$ cat src/rtl/cpu_pkg.sv
// Shared types and constants for the Falcon pipeline hazard/forwarding controller.
// Stage entry fields are sized for up to 32 registers and up to 7 forwarding stages.
package cpu_pkg;

   localparam int STAGE_REG_BITS = 5;
   localparam int STAGE_SEL_BITS = 3;

   localparam logic [STAGE_REG_BITS-1:0] REG_ZERO = '0;

   localparam logic [STAGE_SEL_BITS-1:0] AVAIL_ALU  = 3'd1;
   localparam logic [STAGE_SEL_BITS-1:0] AVAIL_LOAD = 3'd2;

   typedef logic [STAGE_SEL_BITS-1:0] bypass_sel_t;

   typedef struct packed {
      logic [STAGE_REG_BITS-1:0] reg_d;
      logic                      write_en;
      bypass_sel_t               avail_stage;
   } stage_entry_t;

   function automatic stage_entry_t nop_entry();
      stage_entry_t e;
      e             = '0;
      e.avail_stage = AVAIL_ALU;
      return e;
   endfunction

endpackage

$ cat src/rtl/cpu_scoreboard.sv
// Busy-register scoreboard for the single outstanding multi-cycle (mul/div) op.
// Lookups already see a completing op as retired, so done-then-issue works in one cycle.
module cpu_scoreboard
   import cpu_pkg::*;
#(
   parameter int NUM_Q    = 3,
   parameter int REG_BITS = 5
) (
   input  logic                           clock,
   input  logic                           reset,
   input  logic                           set_en,
   input  logic [REG_BITS-1:0]            set_reg,
   input  logic                           done,
   input  logic [NUM_Q-1:0][REG_BITS-1:0] query_reg,
   output logic [NUM_Q-1:0]               query_busy,
   output logic                           long_busy
);

   localparam int NUM_REGS = 2 ** REG_BITS;

   logic [NUM_REGS-1:0] busy_q;
   logic [NUM_REGS-1:0] busy_eff;
   logic [REG_BITS-1:0] long_reg_q;
   logic                retire;

   assign retire = done && long_busy;

   // NOTE: every variable driven here gets a default first, so no path can infer a latch.
   always_comb begin
      busy_eff = busy_q;
      if (retire) busy_eff[long_reg_q] = 1'b0;
      for (int i = 0; i < NUM_Q; i++) begin
         query_busy[i] = busy_eff[query_reg[i]];
      end
   end

   // NOTE: state uses non-blocking assignments; the later set below overrides the clear
   // when a new op targets the register that is completing in the same cycle.
   always_ff @(posedge clock or posedge reset) begin
      if (reset) begin
         busy_q     <= '0;
         long_reg_q <= '0;
         long_busy  <= 1'b0;
      end else begin
         if (retire) begin
            busy_q[long_reg_q] <= 1'b0;
            long_busy          <= 1'b0;
         end
         if (set_en) begin
            if (set_reg != REG_BITS'(REG_ZERO)) busy_q[set_reg] <= 1'b1;
            long_reg_q <= set_reg;
            long_busy  <= 1'b1;
         end
      end
   end

endmodule

$ cat src/rtl/cpu_hazard_ctrl.sv
// Decode-side hazard detection, bypass selection and long-op scoreboard for the Falcon pipeline.
// Optional macro CPU_HAZARD_STATS_EN adds saturating bubble/stall statistics counters.
module cpu_hazard_ctrl
   import cpu_pkg::*;
#(
   parameter int NUM_SRC    = 2,
   parameter int FWD_STAGES = 2,
   parameter int REG_BITS   = 5,
   parameter int SEL_BITS   = $clog2(FWD_STAGES + 1)
) (
   input  logic                             clock,
   input  logic                             reset,
   input  logic                             stall,
   input  logic                             flush,
   input  logic                             p2_valid,
   input  logic [NUM_SRC-1:0][REG_BITS-1:0] p2_src_reg,
   input  logic [NUM_SRC-1:0]               p2_src_use,
   input  logic [REG_BITS-1:0]              p2_dest_reg,
   input  logic                             p2_write_en,
   input  logic [SEL_BITS-1:0]              p2_avail_stage,
   input  logic                             p2_long,
   input  logic                             long_done,
   output logic [NUM_SRC-1:0][SEL_BITS-1:0] p2_bypass_sel,
   output logic                             p2_bubble,
   output logic                             p2_hold,
   output logic                             long_busy
`ifdef CPU_HAZARD_STATS_EN
   ,
   output logic [31:0]                      stat_data_bubbles,
   output logic [31:0]                      stat_long_stalls
`endif
);

   stage_entry_t                   entry_q [1:FWD_STAGES];
   stage_entry_t                   entry_d;
   logic [NUM_SRC-1:0]             src_hit;
   logic                           data_hazard;
   logic                           sb_hazard;
   logic                           hazard;
   logic                           issue_long;
   logic [NUM_SRC:0][REG_BITS-1:0] sb_query;
   logic [NUM_SRC:0]               sb_busy;

   // Youngest matching stage wins; a match whose result is not ready yet forces a bubble.
   always_comb begin
      src_hit       = '0;
      data_hazard   = 1'b0;
      p2_bypass_sel = '0;
      for (int i = 0; i < NUM_SRC; i++) begin
         if (p2_valid && p2_src_use[i] && (p2_src_reg[i] != REG_BITS'(REG_ZERO))) begin
            for (int k = 1; k <= FWD_STAGES; k++) begin
               if (!src_hit[i] && entry_q[k].write_en &&
                   (entry_q[k].reg_d == STAGE_REG_BITS'(p2_src_reg[i]))) begin
                  src_hit[i] = 1'b1;
                  if (int'(entry_q[k].avail_stage) <= k) p2_bypass_sel[i] = SEL_BITS'(k);
                  else                                   data_hazard      = 1'b1;
               end
            end
         end
      end
   end

   always_comb begin
      for (int i = 0; i < NUM_SRC; i++) sb_query[i] = p2_src_reg[i];
      sb_query[NUM_SRC] = p2_dest_reg;
   end

   assign sb_hazard = p2_valid &&
                      ((|(sb_busy[NUM_SRC-1:0] & p2_src_use)) ||
                       ((p2_write_en || p2_long) && sb_busy[NUM_SRC]) ||
                       (p2_long && long_busy && !long_done));

   // A flushed instruction is already dead, so it never holds decode.
   assign hazard     = !flush && (data_hazard || sb_hazard);
   assign p2_hold    = hazard;
   assign p2_bubble  = flush || hazard;
   assign issue_long = p2_valid && p2_long && !p2_bubble && !stall;

   cpu_scoreboard #(
      .NUM_Q    (NUM_SRC + 1),
      .REG_BITS (REG_BITS)
   ) u_scoreboard (
      .clock      (clock),
      .reset      (reset),
      .set_en     (issue_long),
      .set_reg    (p2_dest_reg),
      .done       (long_done),
      .query_reg  (sb_query),
      .query_busy (sb_busy),
      .long_busy  (long_busy)
   );

   // Long-op results bypass the forwarding network, so their entry never forwards.
   always_comb begin
      entry_d = nop_entry();
      if (p2_valid && !p2_bubble) begin
         entry_d.reg_d       = STAGE_REG_BITS'(p2_dest_reg);
         entry_d.write_en    = p2_write_en && !p2_long && (p2_dest_reg != REG_BITS'(REG_ZERO));
         entry_d.avail_stage = bypass_sel_t'(p2_avail_stage);
      end
   end

   always_ff @(posedge clock or posedge reset) begin
      if (reset) begin
         for (int k = 1; k <= FWD_STAGES; k++) entry_q[k] <= '0;
      end else if (!stall) begin
         entry_q[1] <= entry_d;
         for (int k = 2; k <= FWD_STAGES; k++) entry_q[k] <= entry_q[k-1];
      end
   end

`ifdef CPU_HAZARD_STATS_EN
   always_ff @(posedge clock or posedge reset) begin
      if (reset) begin
         stat_data_bubbles <= '0;
         stat_long_stalls  <= '0;
      end else if (!stall) begin
         if (!flush && data_hazard && (stat_data_bubbles != '1))
            stat_data_bubbles <= stat_data_bubbles + 32'd1;
         if (!flush && sb_hazard && (stat_long_stalls != '1))
            stat_long_stalls <= stat_long_stalls + 32'd1;
      end
   end
`endif

endmodule

$ cat config.mk
export PLATFORM = sky130hd
export DESIGN_NAME = cpu_hazard_ctrl
export DESIGN_NICKNAME = d
export VERILOG_FILES = /design/src/rtl/cpu_pkg.sv /design/src/rtl/cpu_scoreboard.sv /design/src/rtl/cpu_hazard_ctrl.sv
export SDC_FILE = /design/constraint.sdc
export NUM_CORES = 1
export LEC_CHECK = 0
export CAP_MARGIN = 20
export CORE_ASPECT_RATIO = 0.9
export CORE_MARGIN = 5
export CORE_UTILIZATION = 58
export DETAILED_ROUTE_END_ITERATION = 8
export GPL_TIMING_DRIVEN = 0
export PLACE_DENSITY = 0.77
export SLEW_MARGIN = 30
export SYNTH_ARGS = -nofsm -noshare
export SYNTH_HDL_FRONTEND = slang
export SYNTH_SLANG_ARGS = --single-unit
$ cat constraint.sdc
create_clock -name clock -period 3.45 [get_ports clock]
set_input_delay 0.5175 -clock clock [delete_from_list [all_inputs] [get_ports clock]]
set_output_delay 0.5175 -clock clock [all_outputs]
set_load 0.005 [all_outputs]
# Word level (Yosys, flattened, before mapping)
# Index checks and enable logic that the tools add are counted.
# Widths: inputs -> output; s select.
# totals
out_inout_bits	7
elab_cells	105
regBits	56
inputBits	27
# classes
magnitude_cmp	8
bitwise_logic	4
n_eq_ne	4
mux	39
reduce_logical	41
# ops
op	n
$mux 32	3
$and 32x32->32	1
$not 32->32	1
$or 32x32->32	1
$logic_and 1x1->1	24
$lt 5x6->1 const B	4
$mux 1	23
$eq 5x5->1	4
$bmux 1 s5	3
$reduce_bool 5->1	3
$mux 2	7
$demux 1 s5	2
$ge 5x1->1 const B	2
$mux 9	1
$logic_not 1->1	7
$logic_or 1x1->1	5
$le 3x1->1 const B	1
$le 3x2->1 const B	1
$and 2x2->2	1
$reduce_bool 2->1	1
$reduce_or 2->1	1

# Logic depth before layout (Yosys ltp)
# Gate-level depths: netlist of run 1.
# depth
word_depth	21
ltp_mapped	11
ltp_nobuf	9

# Cells and area by module
# A second synthesis of run 1 with hierarchy kept.
# unflattened
cells_unflattened	380
hier_area_um2	3606.0
# by_module_without_submodules
module	n_inst	seq_area_each_um2	cells_each	area_per_inst_um2
cpu_scoreboard	1	950.9	268	2532.4
cpu_hazard_ctrl	1	400.4	112	1073.5

# Worst setup path before layout of run 1
# Ideal clock, no wire load.
# synth_path
path_kind	input-to-output
from	input long_done
to	output p2_bubble
n_path_buf	0
t_arrival_ps	2358
path_stages	8
required_ps	2932
path_slack_ps	574
path_cell_list	nand4_1 -> o21ai_2 -> o221ai_1 -> or4_1 -> nand4_1 -> and3_1 -> nand2_1 -> a211o_1
# synth_via
elab_chain_cells	12
word_cells_on_any_way	19
cone_classes	mux: 7; bitwise: 1; reduce/logical: 11
# synth_lines
element	line	rtl
start, declared	cpu_hazard_ctrl.sv:22	input logic long_done,
$logic_and 1x1->1	cpu_scoreboard.sv:26	assign retire = done && long_busy;
$mux 32	cpu_scoreboard.sv:31	if (retire) busy_eff[long_reg_q] = 1'b0;
$bmux 1 s5	cpu_scoreboard.sv:33	query_busy[i] = busy_eff[query_reg[i]];
$mux 1 (not written as such)	cpu_scoreboard.sv:33	
$and 2x2->2	cpu_hazard_ctrl.sv:69	((|(sb_busy[NUM_SRC-1:0] & p2_src_use)) ||
$reduce_or 2->1	cpu_hazard_ctrl.sv:69	
$logic_or 1x1->1	cpu_hazard_ctrl.sv:69	
$logic_or 1x1->1 *	cpu_hazard_ctrl.sv:70	((p2_write_en || p2_long) && sb_busy[NUM_SRC]) ||
$logic_and 1x1->1 *	cpu_hazard_ctrl.sv:68	assign sb_hazard = p2_valid &&
$logic_or 1x1->1 *	cpu_hazard_ctrl.sv:74	assign hazard = !flush && (data_hazard || sb_hazard);
$logic_and 1x1->1 *	cpu_hazard_ctrl.sv:74	
$logic_or 1x1->1 *	cpu_hazard_ctrl.sv:76	assign p2_bubble = flush || hazard;
end, declared	cpu_hazard_ctrl.sv:24	output logic p2_bubble,
# Mark *: on every way between the ends. The rest lies on a longest branch, timed or not. The select of a mux whose other input is x is not followed.

# Worst setup path in the final report of run 1
# layout_path
from	register u_scoreboard.long_reg_q[2]
to	output p2_bubble
# layout_via
elab_chain_cells	17
word_cells_on_any_way	23
cone_classes	order compare: 2; mux: 9; bitwise: 3; reduce/logical: 9
# layout_lines
element	line	rtl
start, declared	cpu_scoreboard.sv:23	logic [REG_BITS-1:0] long_reg_q;
start signal, assigned	cpu_scoreboard.sv:51	long_reg_q <= set_reg;
$lt 5x6->1 (not written as such) or $ge 5x1->1 (tied branches)	cpu_scoreboard.sv:31	
$logic_and 1x1->1 (not written as such)	cpu_scoreboard.sv:31	
$mux 1 (not written as such)	cpu_scoreboard.sv:31	
$demux 1 s5 *	--	
$not 32->32 (no source line) *	--	
$and 32x32->32 (no source line) *	--	
$mux 32 *	cpu_scoreboard.sv:31	
$bmux 1 s5	cpu_scoreboard.sv:33	
$mux 1 (not written as such)	cpu_scoreboard.sv:33	
$and 2x2->2	cpu_hazard_ctrl.sv:69	
$reduce_or 2->1	cpu_hazard_ctrl.sv:69	
$logic_or 1x1->1 *	cpu_hazard_ctrl.sv:69	
$logic_or 1x1->1 *	cpu_hazard_ctrl.sv:70	
$logic_and 1x1->1 *	cpu_hazard_ctrl.sv:68	
$logic_or 1x1->1 *	cpu_hazard_ctrl.sv:74	
$logic_and 1x1->1 *	cpu_hazard_ctrl.sv:74	
$logic_or 1x1->1 *	cpu_hazard_ctrl.sv:76	
# Marks and branches as above.

==> results of run 1 <==
[layout make-up]
type	instances	area (um2)	share of cell area
well taps	87	108.9	0.02351
plain buffers	28	180.2	0.03891
repair buffers	48	434.2	0.09376
clock buffers	5	68.82	0.01486
flip-flops and latches	54	1356	0.2929
inverters	14	55.05	0.01189
multi-input cells	290	2380	0.5139
clock inverters	3	47.55	0.01027
[worst paths after layout]
| kind | endpoint | start | slack (ns) | depth (start not counted) |
|---|---|---|---|---|
| worst min-delay path | entry_q[7] | reset | 0.42 | 2 |
| worst max-delay path | p2_bubble | u_scoreboard.long_reg_q[2] | -0.21 | 12 |
| min in group clock | entry_q[9] | entry_q[9] | 0.52 | 2 |
| worst min register to register | entry_q[9] | entry_q[9] | 0.52 | 2 |
| worst max register to register | u_scoreboard.busy_q[5] | u_scoreboard.long_reg_q[2] | 0.27 | 13 |
| max in group asynchronous | u_scoreboard.long_reg_q[2] | reset | 2.55 | 3 |
[sequential cells by signal, indices dropped and copies added (netlist names)]
| register | cells |
|---|---|
| entry_q | 16 |
| u_scoreboard.busy_q | 32 |
| u_scoreboard.long_busy | 1 |
| u_scoreboard.long_reg_q | 5 |
[synthesized netlist by cell type, types with 2 or more instances]
library cell,count,share of area
nor3_1,3,0.0041
buf_2,4,0.0055
a32o_1,7,0.019
mux2_2,13,0.040
a21oi_1,8,0.011
dfrtp_1,54,0.37
mux4_2,7,0.043
nand3_1,13,0.018
xor2_1,16,0.039
o2111ai_1,5,0.012
and3_1,3,0.0052
o21ai_2,2,0.0048
nor2_1,23,0.024
nand2_1,22,0.023
clkbuf_1,22,0.023
or3_1,4,0.0069
and3b_1,2,0.0048
nand4b_1,4,0.0096
o21ai_0,24,0.033
o31ai_2,7,0.024
o21ai_1,15,0.021
a32oi_1,3,0.0072
o32ai_1,2,0.0048
xnor2_1,4,0.0096
nand3b_1,6,0.012
and4_1,2,0.0048
a211o_1,2,0.0048
o221ai_1,3,0.0072
nor2b_1,6,0.010
nor3b_1,2,0.0041
o31ai_1,26,0.054
o22ai_1,8,0.014
nor4_1,6,0.010
inv_1,13,0.013
or3b_1,2,0.0048
o211ai_1,7,0.014
mux2i_1,5,0.014
nand2b_1,5,0.0086
nand4_1,6,0.010
[kinds of logic after synthesis]
| kind of cell | synth area share |
|---|---|
| mux | 0.1004 |
| simple gates | 0.1871 |
| compound gates | 0.2462 |
| buf+inv | 0.04677 |
| xor+xnor | 0.04814 |
| flops | 0.3714 |
[metrics by stage]
stage / cell area, um2 / TNS [ns]
floorplan: 3638 / 0
global placement: 3978 / -24.50
detailed placement: 4008 / -24.45
CTS: 4587 / -0.05957
global route: 4631 / -0.5304
finish: 4631 / -0.3008
[power by group through the flow]
stage,clock [mW],combinational (mW),sequential [mW]
finish,0.450,0.507,0.745
global route,0.477,0.540,0.754
CTS,0.452,0.467,0.740
detailed placement,0,0.357,0.744
global placement,0,0.347,0.741
floorplan,0,0.250,0.731
[worst max-delay path, stage by stage, from the launching register on]
cell and delay (ns):
dfrtp_2 0.45, buf_6 0.13, or3_4 0.44, buf_4 0.17
o21ai_4 0.20, mux4_2 0.29, nand2b_1 0.10, a21oi_1 0.07
o2111ai_2 0.28, and3_4 0.24, nand2_2 0.05, a211o_1 0.30
clkbuf_2 0.11
[layout by cell type, fill, tap and decap left out, types with 9 or more instances in the layout]
cell	synthesis	final
o31ai_1	26	26
nand3_1	13	12
inv_1	13	11
clkdlybuf4s50_1	0	17
clkbuf_1	22	12
o21ai_2	2	16
xor2_1	16	16
mux2_2	13	13
clkbuf_8	0	9
nand2_1	22	21
o21ai_4	0	12
dfrtp_1	54	50
nor2_1	23	22
o21ai_0	24	9
buf_4	0	21
[metal layers]
metal	GRT usage	vias up	share of wire	wire, um
met5	0	-	0	0
li1	-	1600	-	-
met4	0.1172	0	0.036	423
met1	0.4423	1789	0.41	4836
met3	0.05142	57	0.11	1265
met2	0.4578	280	0.45	5340
[timing repair]
item,CTS,global route
buffers inserted,20,4
gates resized for setup,106,6
pin swaps,15,11
gates cloned,0,0
setup endpoints to repair,47,2
==> impl_metrics.xml, run 1 <==
<?xml version="1.0" encoding="UTF-8"?>
<metrics>
  <group name="clocking">
    <metric name="cts_max_level" unit="">2</metric>
    <metric name="cts.clk_slew.worst_paths" unit="ns">0.10</metric>
    <metric name="tritoncts" unit="">built</metric>
    <metric name="cts_buffer_depth" unit="">2</metric>
    <metric name="clkSinkCount" unit="">54</metric>
    <metric name="postCtsHoldBufs" unit="">0</metric>
    <metric name="cts-root-buf" unit="">clkbuf_8</metric>
    <metric name="worst_skew_pair.late_latency" unit="ns">0.32</metric>
    <metric name="numCtsBuffers" unit="">5</metric>
  </group>
  <group name="detailed_routing">
    <metric name="firstDrtPassIters" unit="">5</metric>
    <metric name="vias_per_cell" unit="">7.043</metric>
    <metric name="drt-wirelength-per-cell" unit="um">22.43</metric>
    <metric name="dr.first_iter.drc_count" unit="">472</metric>
    <metric name="route.final.wire_length" unit="um">11870</metric>
    <metric name="detailroute.via_count" unit="">3726</metric>
    <metric name="drt_drc_violations_left" unit="">0</metric>
    <metric name="ant_nets" unit="">0</metric>
  </group>
  <group name="setup_path">
    <metric name="required" unit="ns">2.93</metric>
    <metric name="crit_fanout" unit="">4</metric>
    <metric name="cp_data_arrival_time" unit="ns">3.14</metric>
    <metric name="timing.setup.critical_path_class" unit="">register to output port</metric>
    <metric name="critical_path.startpoint_type" unit="">register</metric>
    <metric name="end_kind" unit="">output port</metric>
  </group>
  <group name="sta">
    <metric name="layout_min_cycle_time" unit="ns">3.661</metric>
    <metric name="maxSlewHeadroom" unit="">0.5784</metric>
    <metric name="hold_viol" unit="">0</metric>
    <metric name="final.setup_skew" unit="ns">0.008313</metric>
    <metric name="max_slew.worst_pin.slew" unit="ns">0.6325</metric>
    <metric name="achievable-frequency" unit="MHz">273.1</metric>
    <metric name="postLayoutSetupSlackWorst" unit="ns">-0.2113</metric>
    <metric name="fin_crit_sh" unit="">1.061</metric>
    <metric name="slew_violations" unit="">0</metric>
    <metric name="setup_repair_after_global_routing_missed_its_margin" unit="">yes</metric>
    <metric name="worst_hold_slack" unit="ns">0.4235</metric>
    <metric name="setup_viol" unit="">2</metric>
  </group>
  <group name="synth">
    <metric name="synth_flop_cell" unit="">dfrtp_1</metric>
    <metric name="async_set_or_reset_register_ratio_after_synthesis" unit="">1.000</metric>
    <metric name="synth_seq_area_share" unit="">0.3714</metric>
    <metric name="syn-num-nets" unit="">413</metric>
    <metric name="yosysWarnings" unit="">0</metric>
    <metric name="syn_avg_cell_area" unit="um2">9.426</metric>
    <metric name="synth-edff-count" unit="">0</metric>
    <metric name="synth_seq_cells" unit="">54</metric>
    <metric name="synth.lib_cells_used.distinct" unit="">59</metric>
    <metric name="number_of_cells_produced_by_synthesis" unit="">386</metric>
    <metric name="syn-cell-area" unit="mm2">0.003638</metric>
  </group>
  <group name="power">
    <metric name="total_power" unit="mW">1.702</metric>
    <metric name="power.switching" unit="mW">0.5702</metric>
    <metric name="irDropWorstVdd" unit="V">0.0002757</metric>
    <metric name="clockPowerShare" unit="">0.264</metric>
    <metric name="cellInternalPower" unit="mW">1.132</metric>
    <metric name="pwr_density_cell" unit="mW/mm2">367.6</metric>
    <metric name="sw_frac_of_total" unit="">0.3350</metric>
    <metric name="power_frac_comb" unit="">0.298</metric>
    <metric name="sequentialPowerShare" unit="">0.438</metric>
    <metric name="leakage" unit="nW">1.874</metric>
  </group>
  <group name="placement">
    <metric name="place.detailed.hpwl" unit="um">7880</metric>
    <metric name="dp_worst_setup_slack" unit="ns">-1.198</metric>
    <metric name="gp_routability_congestion" unit="">0.9539</metric>
    <metric name="post-place-cells" unit="">497</metric>
    <metric name="port_buffers" unit="">23</metric>
  </group>
  <group name="global_route">
    <metric name="first_global_vias" unit="">3593</metric>
    <metric name="grt_use_total" unit="">0.3056</metric>
    <metric name="grt_pass1_wl" unit="um">19080</metric>
    <metric name="antenna_found_initial" unit="">0</metric>
    <metric name="globalRouteOverflowTotal" unit="">0</metric>
    <metric name="grt_max_degree" unit="">51</metric>
  </group>
  <group name="run">
    <metric name="cap_viol_max_count" unit="">0</metric>
  </group>
  <group name="final_layout">
    <metric name="nNetsFinal" unit="">468</metric>
    <metric name="antennaDiodeCount" unit="">0</metric>
    <metric name="syn2layout_area_growth" unit="%">27.27</metric>
    <metric name="final_cells" unit="">529</metric>
    <metric name="layout-drive-gt1-share" unit="">0.3032</metric>
    <metric name="layout.filler_cells" unit="">421</metric>
    <metric name="final_util" unit="">0.7573</metric>
  </group>
  <group name="floorplanning">
    <metric name="initial_core_utilization" unit="">0.5950</metric>
    <metric name="die_height" unit="um">85.14</metric>
    <metric name="top_level_ports" unit="">34</metric>
    <metric name="floorplan.die_area" unit="mm2">0.007960</metric>
    <metric name="die_width" unit="um">93.49</metric>
    <metric name="core_area" unit="mm2">0.006115</metric>
    <metric name="placementRows" unit="">27</metric>
  </group>
  <group name="outcome">
    <metric name="violated_checks" unit="">setup timing</metric>
    <metric name="run_status" unit="">finished, violations left</metric>
  </group>
  <group name="worst_hold_path">
    <metric name="min-delay-path-class" unit="">primary input to async pin</metric>
  </group>
</metrics>
(Power assumes the default switching activity.)
==> inputs of run 2 (changes only) <==
--- a/config.mk
+++ b/config.mk
@@ -11,6 +11,7 @@
 export CORE_UTILIZATION = 58
 export DETAILED_ROUTE_END_ITERATION = 8
 export GPL_TIMING_DRIVEN = 0
+export HOLD_SLACK_MARGIN = 0.06
 export PLACE_DENSITY = 0.77
 export SLEW_MARGIN = 30
 export SYNTH_ARGS = -nofsm -noshare
==> results of run 2 <==
No change in the layout: final DEF, timing and power equal those of run 1.
